==> src/rtl/stack_sequencer.sv <==
// rtl/stack_sequencer.sv - EX/MEM sequencer running CALL/RET/INT/RTI as 16-bit stack accesses
// Optional STACK_BOUND_CHECK_EN rejects ops that would push below SP_LIMIT or pop above SP_RESET.
module stack_sequencer (
  input  logic        clk,
  input  logic        rst,
  input  logic        start,
  input  logic [1:0]  op,
  input  logic [31:0] pc_in,
  input  logic [31:0] target_in,
  input  logic [2:0]  flags_in,
  input  logic        mem_ready,
  input  logic [15:0] mem_rdata,
  output logic        stall,
  output logic        mem_req,
  output logic        mem_we,
  output logic [31:0] mem_addr,
  output logic [15:0] mem_wdata,
  output logic [31:0] sp,
  output logic        pc_load,
  output logic [31:0] pc_out,
  output logic        flags_load,
  output logic [2:0]  flags_out,
  output logic        done,
  output logic        stack_fault
);
  localparam logic [31:0] SP_RESET   = 32'h000F_FFFF;
  localparam logic [31:0] INT_VECTOR = 32'h0000_0000;
  localparam logic [1:0]  OP_CALL = 2'b00;
  localparam logic [1:0]  OP_INT  = 2'b10;
  localparam logic [1:0]  OP_RTI  = 2'b11;

  typedef enum logic [1:0] {S_IDLE, S_XFER, S_FIN} state_t;

  state_t      state_q;
  logic [1:0]  op_q, k_q, n_q;
  logic [15:0] pc_lo_q, lo_q;
  logic [31:0] target_q, sp_q, mem_addr_q, pc_out_q;
  logic [2:0]  push_flags_q, rflags_q, flags_out_q;
  logic [15:0] mem_wdata_q;
  logic        mem_req_q, mem_we_q, pc_load_q, flags_load_q, done_q;
  logic [1:0]  start_n;
  logic        push_q, fault;

  // op[0]==0 selects a push (CALL/INT); op[1] selects the 3-word forms (INT/RTI)
  assign start_n = op[1] ? 2'd3 : 2'd2;
  assign push_q  = ~op_q[0];

`ifdef STACK_BOUND_CHECK_EN
  localparam logic [31:0] SP_LIMIT = 32'h000F_F000;
  logic [32:0] low_addr, high_addr;
  assign low_addr  = {1'b0, sp_q} - {31'b0, start_n} + 33'd1;
  assign high_addr = {1'b0, sp_q} + {31'b0, start_n};
  assign fault = start && (state_q == S_IDLE) &&
                 (~op[0] ? (low_addr[32] || (low_addr[31:0] < SP_LIMIT))
                         : (high_addr > {1'b0, SP_RESET}));
`else
  assign fault = 1'b0;
`endif

  assign stall       = start || (state_q != S_IDLE);
  assign stack_fault = fault;
  assign mem_req     = mem_req_q;
  assign mem_we      = mem_we_q;
  assign mem_addr    = mem_addr_q;
  assign mem_wdata   = mem_wdata_q;
  assign sp          = sp_q;
  assign pc_load     = pc_load_q;
  assign pc_out      = pc_out_q;
  assign flags_load  = flags_load_q;
  assign flags_out   = flags_out_q;
  assign done        = done_q;

  always_ff @(posedge clk) begin
    if (rst) begin
      state_q      <= S_IDLE;
      op_q         <= 2'b00;
      k_q          <= 2'd0;
      n_q          <= 2'd0;
      pc_lo_q      <= 16'h0;
      lo_q         <= 16'h0;
      target_q     <= 32'h0;
      push_flags_q <= 3'b0;
      rflags_q     <= 3'b0;
      sp_q         <= SP_RESET;
      mem_req_q    <= 1'b0;
      mem_we_q     <= 1'b0;
      mem_addr_q   <= 32'h0;
      mem_wdata_q  <= 16'h0;
      pc_load_q    <= 1'b0;
      pc_out_q     <= 32'h0;
      flags_load_q <= 1'b0;
      flags_out_q  <= 3'b0;
      done_q       <= 1'b0;
    end else begin
      pc_load_q    <= 1'b0;
      flags_load_q <= 1'b0;
      done_q       <= 1'b0;
      case (state_q)
        S_IDLE: begin
          if (start && !fault) begin
            state_q      <= S_XFER;
            op_q         <= op;
            pc_lo_q      <= pc_in[15:0];
            target_q     <= target_in;
            push_flags_q <= flags_in;
            k_q          <= 2'd0;
            n_q          <= start_n;
            mem_req_q    <= 1'b1;
            mem_we_q     <= ~op[0];
            mem_addr_q   <= op[0] ? sp_q + 32'd1 : sp_q;
            mem_wdata_q  <= op[0] ? 16'h0 : pc_in[31:16];
          end
        end
        S_XFER: begin
          if (mem_ready) begin
            sp_q <= push_q ? sp_q - 32'd1 : sp_q + 32'd1;
            if (op_q == OP_RTI && k_q == 2'd0) rflags_q <= mem_rdata[2:0];
            else if (!push_q) lo_q <= mem_rdata;
            if (k_q == n_q - 2'd1) begin
              state_q     <= S_FIN;
              mem_req_q   <= 1'b0;
              mem_we_q    <= 1'b0;
              mem_addr_q  <= 32'h0;
              mem_wdata_q <= 16'h0;
              pc_load_q   <= 1'b1;
              done_q      <= 1'b1;
              if (op_q == OP_CALL)     pc_out_q <= target_q;
              else if (op_q == OP_INT) pc_out_q <= INT_VECTOR;
              else                     pc_out_q <= {mem_rdata, lo_q};
              if (op_q == OP_RTI) begin
                flags_load_q <= 1'b1;
                flags_out_q  <= rflags_q;
              end
            end else begin
              k_q         <= k_q + 2'd1;
              mem_addr_q  <= push_q ? sp_q - 32'd1 : sp_q + 32'd2;
              mem_wdata_q <= !push_q ? 16'h0 :
                             (k_q == 2'd0) ? pc_lo_q : {13'b0, push_flags_q};
            end
          end
        end
        S_FIN:   state_q <= S_IDLE;
        default: state_q <= S_IDLE;
      endcase
    end
  end
endmodule

==> config.mk <==
export PLATFORM = sky130hd
export DESIGN_NAME = stack_sequencer
export DESIGN_NICKNAME = d
export VERILOG_FILES = /design/src/rtl/stack_sequencer.sv
export SDC_FILE = /design/constraint.sdc
export NUM_CORES = 1
export LEC_CHECK = 0
export CORE_MARGIN = 1
export CORE_UTILIZATION = 56
export CTS_CLUSTER_SIZE = 30
export DETAILED_ROUTE_END_ITERATION = 12
export HOLD_SLACK_MARGIN = 0.03
export PLACE_DENSITY = 0.86
export SYNTH_ARGS = -nofsm -noshare
export SYNTH_HDL_FRONTEND = slang
export SYNTH_SLANG_ARGS = --single-unit
==> constraint.sdc <==
create_clock -name clk -period 7.4 [get_ports clk]
set_input_delay 2.22 -clock clk [delete_from_list [all_inputs] [get_ports clk]]
set_output_delay 2.22 -clock clk [all_outputs]
set_load 0.01 [all_outputs]
==> metrics <==
core box area=17420 um2; outcome=complete, no violations; Max Used Layer=met4; vias in the first global route=9549; # fillers=1387; Max Fclk=176.4 MHz; ant diodes=0; postcts setup bufs=0; Leakage Power=4.524 nW; CTS clock-pin slew for the worst setup and hold paths=70 ps; fraction of layout cells with a size suffix above 1=0.04875; Synth Warn #=0; DRT Wirelength=31940 um; crit path max fanout=4; worst flop-to-flop path endpoint=mem_addr[16]$_SDFFE_PP0P_; WP data arrival=3450 ps; Layout Nets=1521; M1 wire length=12640 um; Post-synth EDFFs=0; final hold violation count=0; post-CTS sizing=0; unrepaired setup endpoints after global routing=no; Seq/Total Area, Yosys=0.3893; critical path data required time=5180 ps; Layout Area Growth over Synthesis=25.54%; VDD IR-drop max=0.1916 mV; Syn Std Cell Area=10080 um2; final number of max-transition violations=0; Starting Density=0.5787; Clock Latency Late Sink=440 ps; Tcrit/Tclk final=0.7663; global route total overflow=0; Min Clock Period, post-route=5670 ps; worst hold start=target_q[22]$_SDFFE_PP0P_; Port-buffer cells=209; Worst Tran Pin Value=1245 ps; DP HPWL=20890 um; number of library cell types mapped by synthesis=66; Clock Sinks=196; Die X=136.2 um; CP Capture Type=primary output; met3 WL=3943 um; die area=18540 um2; TritonRoute pass-1 iters=6; H-tree levels=4; CTS max path bufs=2; top_reg_cell synth=dfxtp_1; Fin Clk Skew=12.05 ps; Net Count, Synth=1406; Post-route DRC=0; DR vias/cell=6.285; global-route wire length before repair=49760 um; Hold Path Depth=2; I/O pins=211; clk root buf=clkbuf_16; metal2 WL=14430 um; ANT nets after route=0; Reg2Reg Depth=6; max cap viols=0; CP Launch Type=input port; 1st-iter DRT viols=1165; Synth top cells by count=dfxtp_1 (196), nand2_1 (189), nor2_1 (134); CTS hold repair buffers=0; critical path class=in2out; r2r setup slk=4280 ps; max incr delay on CP=490 ps; fin util=0.7264; Seq cells post-synth=196; via count=10440; PwrDens=204.9 nW/um2; normalized max-slew margin=0.1703; crit path cell chain=clkdlybuf4s50_1, nor3_1, inv_1, clkdlybuf4s50_1; Worst R2R Start=sp[9]$_SDFFE_PP1P_; CTS tree=done; Synth area leaders=dfxtp_1 (39%), nand2_1 (7.0%), a21oi_1 (5.8%); Hold Path End=target_q[22]$_SDFFE_PP0P_; GRT Util Overall=0.3429; routed len/inst=19.23 um; Num CTS Buffers=17; Avg Cell Area, Syn=7.699 um2; DP Worst Slack=1739 ps; Yosys top cell by area=dfxtp_1; Slowest cell on crit path=clkdlybuf4s50_1; largest net degree at the start of global routing=140; Placer Congestion=0.9451; Mapped Cells=1309; # rows=48; post-route cell area=12650 um2; Final setup viols=0; antenna violations before repair=0; Post-synth ARST share=0; Worst Hold Class=reg2reg; share of the synthesized area in the top cell type=0.3893; Placed Instance Area=12040 um2; Worst path most repeated cell=clkdlybuf4s50_1; most common cell in the netlist=dfxtp_1; post-route setup slack=1730 ps; chip height=136.2 um; setup TNS=0 ps
## placed cells by master, fill, tap and decap left out, types with 29 or more instances in the layout
cell / netlist / layout
clkdlybuf4s50_1: 0 / 208
dfxtp_1: 196 / 195
nand2_1: 189 / 188
nor2_1: 134 / 133
a21oi_1: 117 / 116
nor3_1: 82 / 82
a211oi_1: 48 / 48
o21ai_0: 39 / 39
xnor2_1: 38 / 38
nand3_1: 35 / 35
nor3b_1: 33 / 33
nor4_1: 29 / 29
## power breakdown
group	total, mW	switching, mW	leakage (nW)	internal (mW)
Sequential	1.15	0.0416	1.60	1.11
Clock	0.966	0.447	0.293	0.519
Combinational	0.476	0.272	2.63	0.204
## per-layer routing
metal / vias up / GRT usage
met5: - / 0
met4: 0 / 0.1358
met3: 83 / 0.1014
met2: 639 / 0.5226
met1: 4815 / 0.4521
li1: 4902 / -
## state kept, by name, summed over array words and instances (netlist names)
| name | cells |
|---|---|
| flags_out | 3 |
| sp | 32 |
| mem_we | 1 |
| rflags_q | 3 |
| op_q | 1 |
| state_q | 2 |
| target_q | 32 |
| pc_lo_q | 16 |
| pc_out | 32 |
| mem_addr | 32 |
| k_q | 2 |
| lo_q | 16 |
| n_q | 2 |
| done | 1 |
| flags_load | 1 |
| mem_req | 1 |
| mem_wdata | 16 |
| push_flags_q | 3 |
## metrics by stage
step	cells	power, mW	hold slack, ps
final	1661	2.593	450.2
after global routing	1661	2.681	475.4
after CTS	1661	2.587	452.2
after global placement	1630	1.627	437.1
after detailed placement	1630	1.638	441.6
after floorplan	1309	1.433	431.5
## final cells by class
class | instances | area (um2) | area share
clock buffer | 18 | 439.2 | 0.03471
timing repair buffer | 221 | 2183 | 0.1726
sequential | 196 | 3928 | 0.3104
clock inverter | 13 | 170.2 | 0.01345
multi-input combinational | 976 | 5605 | 0.4430
tap | 225 | 281.5 | 0.02225
inverter | 12 | 45.04 | 0.003560
## cell families after synthesis
family                   after synthesis  share of synthesized area
buffers and inverters                137                    0.05624
other                                  1                  0.0003721
flip-flops                           196                     0.3893
adder cells (fa/ha/maj)                8                   0.009932
AND/OR/NAND/NOR                      618                     0.3083
multiplexers                          14                    0.01390
AO/OA/AOI/OAI                        286                     0.1794
XOR/XNOR                              49                    0.04258
## worst max-delay path by stage
stage	startpoint	end	slack [ps]	cells after the start
after floorplan	start	stall	2690	2
after global placement	start	stall	1720	4
after detailed placement	start	stall	1740	4
after CTS	start	stall	1730	4
after global routing	start	stall	1610	4
final	start	stall	1730	4
## critical path: cells and delay by family
kind | cells | cell delay, ps
simple gates | 1 | 210
buf+inv | 3 | 1030
Note: power is estimated with default switching activity, not from simulation.
